===== src/rtl/output_deskew_buffer.sv =====
// output_deskew_buffer: realigns skewed systolic result lanes and queues aligned rows behind a valid/ready port
module output_deskew_buffer #(
  parameter int LANES      = 4,
  parameter int DATA_WIDTH = 16,
  parameter int FIFO_DEPTH = 8
) (
  input  logic                              clk,
  input  logic                              rst_n,
  input  logic                              in_valid,
  input  logic [LANES*DATA_WIDTH-1:0]       in_data,
  output logic                              out_valid,
  input  logic                              out_ready,
  output logic [LANES*DATA_WIDTH-1:0]       out_data,
  output logic                              stall_req,
  output logic [$clog2(FIFO_DEPTH):0]       count,
  output logic                              overflow
);
  localparam int AW = $clog2(FIFO_DEPTH);
  localparam int W  = LANES * DATA_WIDTH;
  logic [W-1:0]     aligned;
  logic [LANES-2:0] vsr;
  logic             row_done;
  logic [W-1:0]     mem [FIFO_DEPTH];
  logic [AW-1:0]    wr_ptr, rd_ptr;
  logic [AW:0]      count_next;
  logic             full, pop, push;
  for (genvar i = 0; i < LANES; i++) begin : g_lane
    localparam int D = LANES - 1 - i;
    if (D == 0) begin : g_pass
      assign aligned[DATA_WIDTH*(i+1)-1 -: DATA_WIDTH] = in_data[DATA_WIDTH*(i+1)-1 -: DATA_WIDTH];
    end else begin : g_dly
      logic [DATA_WIDTH-1:0] sr [D];
      // lane i waits LANES-1-i cycles so it lines up with the last lane
      always_ff @(posedge clk or negedge rst_n)
        if (!rst_n) for (int k = 0; k < D; k++) sr[k] <= '0;
        else begin
          sr[0] <= in_data[DATA_WIDTH*(i+1)-1 -: DATA_WIDTH];
          for (int k = 1; k < D; k++) sr[k] <= sr[k-1];
        end
      assign aligned[DATA_WIDTH*(i+1)-1 -: DATA_WIDTH] = sr[D-1];
    end
  end
  // row-start strobe follows lane 0 through the full delay to mark a completed row
  always_ff @(posedge clk or negedge rst_n)
    if (!rst_n) vsr <= '0;
    else begin
      vsr[0] <= in_valid;
      for (int k = 1; k <= LANES - 2; k++) vsr[k] <= vsr[k-1];
    end
  assign row_done   = vsr[LANES-2];
  assign out_valid  = count != '0;
  assign full       = count == (AW+1)'(FIFO_DEPTH);
  assign pop        = out_valid & out_ready;
  assign push       = row_done & (~full | pop);
  assign count_next = count + (AW+1)'(push) - (AW+1)'(pop);
  // storage array needs no reset; validity is tracked by count
  always_ff @(posedge clk)
    if (push) mem[wr_ptr] <= aligned;
  // pointers, occupancy, flags and the registered head row
  always_ff @(posedge clk or negedge rst_n)
    if (!rst_n) begin
      wr_ptr    <= '0;
      rd_ptr    <= '0;
      count     <= '0;
      overflow  <= 1'b0;
      stall_req <= 1'b0;
      out_data  <= '0;
    end else begin
      if (push) wr_ptr <= wr_ptr + AW'(1);
      if (pop) rd_ptr <= rd_ptr + AW'(1);
      count     <= count_next;
      overflow  <= overflow | (row_done & full & ~pop);
      stall_req <= (FIFO_DEPTH - int'(count_next)) <= LANES - 1;
      if (pop && count > 1) out_data <= mem[rd_ptr + AW'(1)];
      else if (push && (count == 0 || (pop && count == 1))) out_data <= aligned;
    end
endmodule


===== config.mk =====
export PLATFORM = sky130hd
export DESIGN_NAME = output_deskew_buffer
export DESIGN_NICKNAME = d
export VERILOG_FILES = /design/src/rtl/output_deskew_buffer.sv
export SDC_FILE = /design/constraint.sdc
export NUM_CORES = 1
export LEC_CHECK = 0
export ABC_CLOCK_PERIOD_IN_PS = 5900
export CORE_ASPECT_RATIO = 1.2
export CORE_UTILIZATION = 45
export DETAILED_ROUTE_END_ITERATION = 10
export HOLD_SLACK_MARGIN = 0.02
export MAX_ROUTING_LAYER = met4
export PLACE_DENSITY = 0.65
export SLEW_MARGIN = 0
export SYNTH_ARGS = -nofsm -noshare
export SYNTH_HDL_FRONTEND = slang
export SYNTH_SLANG_ARGS = --single-unit

===== constraint.sdc =====
create_clock -name clk -period 5.9 [get_ports clk]
set_input_delay 0.59 -clock clk [delete_from_list [all_inputs] [get_ports clk]]
set_output_delay 0.59 -clock clk [all_outputs]
set_load 0.02 [all_outputs]

==> results of run 1 <==
-- through the flow --
stage               power, mW  utilization  cells
global placement         12.1        0.493   2022
floorplan                10.4            -   1212
global route             17.1        0.534   2151
detailed placement       12.2        0.493   2022
finish                   16.3        0.534   2151
CTS                      16.6        0.533   2150
-- cells in the mapped netlist (9+ instances only) --
| cell type | count | area [sq um] |
|---|---|---|
| sky130_fd_sc_hd__edfxtp_1 | 512 | 15400 |
| sky130_fd_sc_hd__dfrtp_1 | 175 | 4380 |
| sky130_fd_sc_hd__mux4_2 | 128 | 2880 |
| sky130_fd_sc_hd__a22oi_1 | 65 | 488 |
| sky130_fd_sc_hd__mux2i_1 | 65 | 651 |
| sky130_fd_sc_hd__o21ai_0 | 65 | 325 |
| sky130_fd_sc_hd__a31oi_1 | 64 | 400 |
| sky130_fd_sc_hd__buf_2 | 34 | 170 |
| sky130_fd_sc_hd__buf_6 | 18 | 203 |
| sky130_fd_sc_hd__clkbuf_1 | 18 | 67.6 |
| sky130_fd_sc_hd__ha_1 | 10 | 125 |
| sky130_fd_sc_hd__nor2_1 | 9 | 33.8 |
-- where the power goes --
group,switching (mW),internal [mW]
Sequential,0.375,6.07
Combinational,3.03,2.54
Clock,1.79,2.51
Total,5.19,11.1
-- timing repair --
item / in CTS / in global routing
hold buffers: 1 / 0
gates resized for setup: 0 / 0
endpoints found under the hold margin: 37 / 0
-- final timing paths --
kind,start,to,slack [ns],cells after the start
worst max-delay path,count[2],mem[6][50],2.65,7
worst min-delay path,g_lane[0].g_dly.sr[35],g_lane[0].g_dly.sr[19],0.34,0
worst max register to register,count[2],mem[6][50],2.65,7
worst min register to register,g_lane[0].g_dly.sr[35],g_lane[0].g_dly.sr[19],0.34,0
max in group asynchronous,rst_n,vsr[2],4.00,3
min in group asynchronous,rst_n,aligned[21],0.50,2
-- sequential cells by signal, indices dropped and copies added, names as in the netlist, 3 cells and up --
register and cells:
count 4, wr_ptr 3, mem 512, vsr 3, aligned 32, g_lane.g_dly.sr 64
out_data 64, rd_ptr 3
-- cells by family (layout without fill, tap and decap cells) --
kind of cell / after synthesis / after routing / synth area share
flip-flops: 687 / 687 / 0.775
AND/OR/NAND/NOR: 27 / 27 / 0.00574
adder cells (fa/ha/maj): 11 / 11 / 0.00569
other: 0 / 1 / 0
buffers and inverters: 83 / 294 / 0.0204
multiplexers: 195 / 195 / 0.140
AO/OA/AOI/OAI: 201 / 201 / 0.0500
XOR/XNOR: 8 / 8 / 0.00349
-- per-layer routing --
metal,part of all wire,global-route usage
met1,0.41,0.248
met2,0.53,0.318
met3,0.035,0.0262
met4,0.023,0.0638
met5,0,-
-- critical path, delay by kind of cell (launching register included) --
kind | cells | cell delay, ns
and+or+nand+nor | 3 | 1.13
buffers and inverters | 2 | 0.81
DFF | 1 | 0.34
AOI/OAI and AO/OA | 1 | 0.29
adders and majority gates | 1 | 0.25
-- final cells by class --
type	instances	area share
Antenna cell	1	0.0000838
Clock inverter	28	0.00850
Clock buffer	99	0.0671
Inverter	8	0.00101
Tap cell	727	0.0305
Sequential cell	687	0.662
Multi-Input combinational cell	442	0.178
Timing Repair Buffer	159	0.0534
-- cells in the final DEF, fill, tap and decap left out, drive strengths merged, types with 2 or more instances in the layout --
master,netlist,routed
clkinvlp,0,3
a31o,2,2
xnor2,4,4
o21ai,65,65
clkbuf,20,100
mux2i,65,65
nor2,9,9
nand2b,6,6
buf,55,20
a22oi,65,65
clkinv,0,21
dfrtp,175,175
ha,10,10
mux4,128,128
edfxtp,512,512
xor2,4,4
bufinv,0,3
clkdlybuf4s50,0,137
inv,8,9
nand3,2,2
nand2,5,5
a31oi,65,65
mux2,2,2
nor3,2,2
==> out/results.md, run 1 <==
- 0.06 ns — clock transition at the register clock pins on the worst setup and hold paths after CTS
- 46 — CP Max Fanout
- 12100 — total number of vias
- 138 — count of buffers inserted at the top-level ports
- 0.0276 sq mm — cell area reported after detailed placement
- 0.60 ns — clock latency of the later-clocked register in the worst-skew pair
- 0.775 — Seq/Total Area, Yosys
- 687 — number of synthesized register bits
- 1212 — number of instances in the synthesized netlist
- sky130_fd_sc_hd__buf_4 — slowest stage cell on the critical path
- complete, no violations — outcome
- 0.193 — overall routing resource usage
- sky130_fd_sc_hd__clkbuf_16 — root buffer cell
- 546 mW/mm^2 — power density of the placed cells
- 0.455 — effective utilization at floorplan
- 3 — maximum level of the CTS H-tree
- 0 — ANT nets after route
- 0.339 ns — Post-Route Hold Slack
- 0 — maximum capacitance violations
- 0.0576 sq mm — floorplan die area
- 0.191 — fraction of final layout cells sized beyond drive strength 1
- 27700 um — total half-perimeter wirelength after legalization and detailed placement
- 1 — number of antenna violations at the first check in global routing
- 13200 — vias in the first global route
- 219 um — die width
- 1291 — Synth Net Count
- 932 — Detailed Route Iter0 Violations
- 2.09 ns — Post-Place Setup Slack
- 0.0198 sq mm — flip-flop and latch area
- 0.233 — worst max-slew margin expressed relative to the limit
- 0.627 mV — Max rail drop VDD
- 0.736 — last weighted congestion value of the routability-driven placer
- 6.11 ns — required time of the worst setup path
- 0.255 — proportion of register bits with asynchronous set or reset after synthesis
- 51900 um — overall routed net length
- 0.0560 sq mm — placeable core region
- 0.0215 ns — Post-Route Skew
- false — setup repair after global routing missed its margin
- 5 — TritonRoute pass-1 iters
- 5.64 — drt via density
- sky130_fd_sc_hd__edfxtp_1 — main flop type after synthesis
- 263 um — floorplan die height
- 0.0299 sq mm — total non-filler cell area in the finished layout
- 4305 — number of filler instances in the final layout
- 0.0255 sq mm — synthesized area
- 512 — number of synthesized flops with an enable pin
- 0.00531 sq mm — multi-input combinational cell area
- 0.552 — period utilization
- 687 — clk sink count
- 34 — number of different library cells in the post-synthesis netlist
- 1446 — count of nets after finishing
- 0 ns — Fin Setup TNS
- 119 — maximum number of pins on one net before global-route repair
- 0 — post-CTS setup buffer count
- 17.2% — Synth-to-Final Area Change
- 3.46 ns — worst path arrival time
- 21.0 sq um — Post-Synthesis Mean Instance Area
- 95 — placement row count
- 0 — final setup fails
- 1.15 ns — actual transition at the worst max-transition pin
- 80300 um — wire length of the first global-routing pass
- done — clock tree from TritonCTS
- sky130_fd_sc_hd__nand2b_1 — most repeated library cell on the critical path
- 0.73 ns — Max stage delay on crit path
- 139 — number of top-level design ports
- inv_1 > ha_1 > nand2b_1 > a31o_2 > nand2b_1 > nor2_4 > buf_4 — Cell Chain, Critical Path
- flip-flop to flip-flop — startpoint-to-endpoint class of the critical path
- 3 — maximum clock insertion buffer count
- 0 — Synthesis Warnings
- 24.1 um — mean routed wirelength per cell
- 307 MHz — maximum clock frequency
- 10.2 nW — leakage power
- flip-flop to flip-flop — Hold/Removal Path Class
- 3.25 ns — shortest clock period the worst path allows after layout
- flip-flop — sort of element at the end of the critical path
- 0 — number of max-slew violations in the final report
- 0 — number of failing hold endpoints at the final stage
- 0 — remaining global-route overflow
- 69 — clock buffers created by TritonCTS
- 2.65 ns — Final Worst Setup Slack
- flip-flop — Worst setup SP type
- 0 — post-route DRC violation count
(Power assumes the default switching activity.)
==> run 2, diff against run 1 <==
--- a/config.mk
+++ b/config.mk
@@ -5,7 +5,7 @@
 export SDC_FILE = /design/constraint.sdc
 export NUM_CORES = 1
 export LEC_CHECK = 0
-export ABC_CLOCK_PERIOD_IN_PS = 5900
+export ABC_CLOCK_PERIOD_IN_PS = 2700
 export CORE_ASPECT_RATIO = 1.2
 export CORE_UTILIZATION = 45
 export DETAILED_ROUTE_END_ITERATION = 10
==> constraint.sdc (replaced) <==
create_clock -name clk -period 2.7 [get_ports clk]
set_input_delay 0.27 -clock clk [delete_from_list [all_inputs] [get_ports clk]]
set_output_delay 0.27 -clock clk [all_outputs]
set_load 0.02 [all_outputs]
==> run 2 against run 1 <==
Via count up 3.0%. Setup slack lost 2.6 ns. Sequential share of layout area fell by 1.5 points. First-iteration DRC count increased by 0.21%. Combinational power up 140%. Die area is the same.
==> out/results.md, run 2 (synthesis gave the netlist of run 1 again) <==
- in_data[45] — Hold Path Origin
- 382 MHz — maximum clock frequency, +24%
- 0.06 ns — clock transition at the register clock pins on the worst setup and hold paths after CTS, about the same
- 219 um — die width, unchanged
- 0 — number of max-slew violations in the final report, unchanged
- 82200 um — wire length of the first global-routing pass, +2.4%
- 0 — remaining global-route overflow, unchanged
- 0.726 — last weighted congestion value of the routability-driven placer, -1.4%
- 10.5 nW — leakage power, +2.8%
- 0 — maximum capacitance violations, unchanged
- 0.361 — relative contribution of combinational cells to total power, +0.020
- 0.0282 sq mm — cell area reported after detailed placement, +2.3%
- true — setup repair after global routing missed its margin
- 2.61 ns — shortest clock period the worst path allows after layout, -0.640 ns
- mem (512), g_lane.g_dly.sr (64), out_data (64) — leading registers by flop count
- 0.221 — fraction of final layout cells sized beyond drive strength 1, +0.0302
- 934 — Detailed Route Iter0 Violations, +0.21%
- 1488 — count of nets after finishing, +2.9%
- 24.1 um — mean routed wirelength per cell, -0.28%
- 0.419 — worst max-slew margin expressed relative to the limit, +0.186
- mem — Reg with most FFs
- 3 — maximum level of the CTS H-tree, unchanged
- 0.0576 sq mm — floorplan die area, unchanged
- 3 — maximum clock insertion buffer count, unchanged
- 0.455 — effective utilization at floorplan, unchanged
- 0.382 — sequential share of power, -0.013
- 36.5 mW — total power consumption of the routed design, +120%
- 13500 — vias in the first global route, +2.0%
- 68 — clock buffers created by TritonCTS, -1.4%
- count[3] — Worst R2R Start
- 2191 — fin cells, +1.9%
- flip-flop to flip-flop — startpoint-to-endpoint class of the critical path
- 3.19 ns — required time of the worst setup path, -2.92 ns
- 25.0 mW — total internal power, +120%
- complete, no violations — outcome
- 12500 — total number of vias, +3.0%
- 0.315 — switching power as a share of total power, -0.00299
- 30100 um — total half-perimeter wirelength after legalization and detailed placement, +8.7%
- 263 um — floorplan die height, unchanged
- 0.0854 ns — Final Worst Setup Slack, -2.56 ns
- 3 — CP Max Fanout, -93%
- 512 x sky130_fd_sc_hd__edfxtp_1, 171 x sky130_fd_sc_hd__dfrtp_1, 137 x sky130_fd_sc_hd__clkdlybuf4s50_1, 128 x sky130_fd_sc_hd__mux4_2, 72 x sky130_fd_sc_hd__clkbuf_16 — highest-count cells in the layout ignoring fill and taps
- flip-flop — Worst setup SP type
- 0 — ANT nets after route, unchanged
- sky130_fd_sc_hd__edfxtp_1 — most common library cell in the layout ignoring fill and taps
- 0.0306 sq mm — total non-filler cell area in the finished layout, +2.3%
- 0.968 — period utilization, +0.417
- 19.9% — Synth-to-Final Area Change
- 687 — clk sink count, unchanged
- 0.0222 ns — Post-Route Skew, +0.000640 ns
- 0.546 — Core Util, Final, +0.0122
- 0.0560 sq mm — placeable core region, unchanged
- flip-flop — sort of element at the end of the critical path
- count[3] — worst setup path startpoint
- sky130_fd_sc_hd__clkbuf_16 — root buffer cell
- 0.257 — Clk pwr share, -0.006
- 95 — placement row count, unchanged
- primary input to flip-flop — Hold/Removal Path Class
- 0 — ant diodes, -1
- 52700 um — overall routed net length, +1.6%
- 0.60 ns — clock latency of the later-clocked register in the worst-skew pair, about the same
- 0.790 mV — Max rail drop VDD, +26%
- done — clock tree from TritonCTS
- 0 — number of failing hold endpoints at the final stage, unchanged
- 11.5 mW — switching power, +120%
- 0 — number of antenna violations at the first check in global routing, -1
- 1 — cell count of the worst hold path, +1
- 0 — final setup fails, unchanged
- 5 — TritonRoute pass-1 iters, unchanged
- 0.197 — overall routing resource usage, +0.00359
- 1200 mW/mm^2 — power density of the placed cells, +120%
- 5.70 — drt via density, +1.1%
- 0.871 ns — actual transition at the worst max-transition pin, -0.279 ns
- 512 — max reg flops, unchanged
- 3.10 ns — worst path arrival time, -0.36 ns
- 139 — number of top-level design ports, unchanged
- -0.346 ns — Post-Place Setup Slack, -2.44 ns
- 138 — count of buffers inserted at the top-level ports, unchanged
- 65 — maximum number of pins on one net before global-route repair, -45%
- 13 — depth of the worst register-to-register path, +6
- 2060 — Placed Cells, +1.9%
- 0 — post-route DRC violation count, unchanged
[run 2: path summary, 6_finish.rpt]
path,endpoint,slack [ns]
max,stall_req,0.09
min in group asynchronous,g_lane[0].g_dly.sr[41],0.24
max in group asynchronous,g_lane[2].g_dly.sr[11],1.72
max reg2reg,stall_req,0.09
min reg2reg,aligned[24],0.35
min,g_lane[2].g_dly.sr[13],0.1
[run 2: cell type report]
class,count,area [sq um]
clock inverters,20,239
flip-flops and latches,687,19800
repair buffers,202,2220
inverters,8,30.0
fillers,4224,25400
multi-input cells,442,5400
clock buffers,105,1990
well taps,727,910
[run 2: routing by layer]
layer  part of all wire  wire, um  global-route usage
met5                  0         0                   -
met2               0.52     27200               0.321
met1               0.42     22100               0.255
met3              0.044      2330              0.0307
met4              0.020      1070              0.0597
[run 2: worst max-delay path, stage by stage, from the launching register on]
cell                       delay (ns)
sky130_fd_sc_hd__dfrtp_2         0.38
sky130_fd_sc_hd__inv_2           0.05
sky130_fd_sc_hd__ha_4            0.15
sky130_fd_sc_hd__nand2b_4        0.13
sky130_fd_sc_hd__a31o_4          0.23
sky130_fd_sc_hd__mux2i_4         0.18
sky130_fd_sc_hd__ha_4            0.17
sky130_fd_sc_hd__fa_2            0.48
sky130_fd_sc_hd__inv_2           0.10
sky130_fd_sc_hd__ha_4            0.13
sky130_fd_sc_hd__o21ai_2         0.05
sky130_fd_sc_hd__xor2_1          0.15
sky130_fd_sc_hd__xnor2_1         0.13
sky130_fd_sc_hd__o22a_1          0.16
[run 2: power by group through the flow]
stage / clock network [mW] / logic (mW) / registers [mW]
5_1_grt: 9.98 / 14.2 / 14.1
2_1_floorplan: 0 / 8.21 / 14.6
3_3_place_gp: 0 / 13.1 / 14.1
6_report: 9.38 / 13.2 / 14.0
3_5_place_dp: 0 / 13.2 / 14.2
4_1_cts: 9.56 / 13.4 / 14.0
[run 2: what timing repair did]
action                                 CTS  global route
hold buffers                             1             0
resized for setup                       11             1
endpoints found under the hold margin   61             0
buffers inserted                         3             2
setup endpoints to repair                1             1
pin swaps                                4             7
cloned                                   0             0
[run 2: metrics by stage]
stage | TNS (ns) | hold WS [ns]
6_report | 0 | 0.0991
5_1_grt | -0.0354 | 0.0867
4_1_cts | 0 | 0.0688
3_5_place_dp | -0.346 | 0.334
3_3_place_gp | -0.195 | 0.328
2_1_floorplan | -74.26 | -0.0256
==> run 3, diff against run 2 <==
--- a/config.mk
+++ b/config.mk
@@ -12,7 +12,6 @@
 export HOLD_SLACK_MARGIN = 0.02
 export MAX_ROUTING_LAYER = met4
 export PLACE_DENSITY = 0.65
-export SLEW_MARGIN = 0
 export SYNTH_ARGS = -nofsm -noshare
 export SYNTH_HDL_FRONTEND = slang
 export SYNTH_SLANG_ARGS = --single-unit
==> results of run 3 <==
No change in the layout: final DEF, timing and power equal those of run 2.
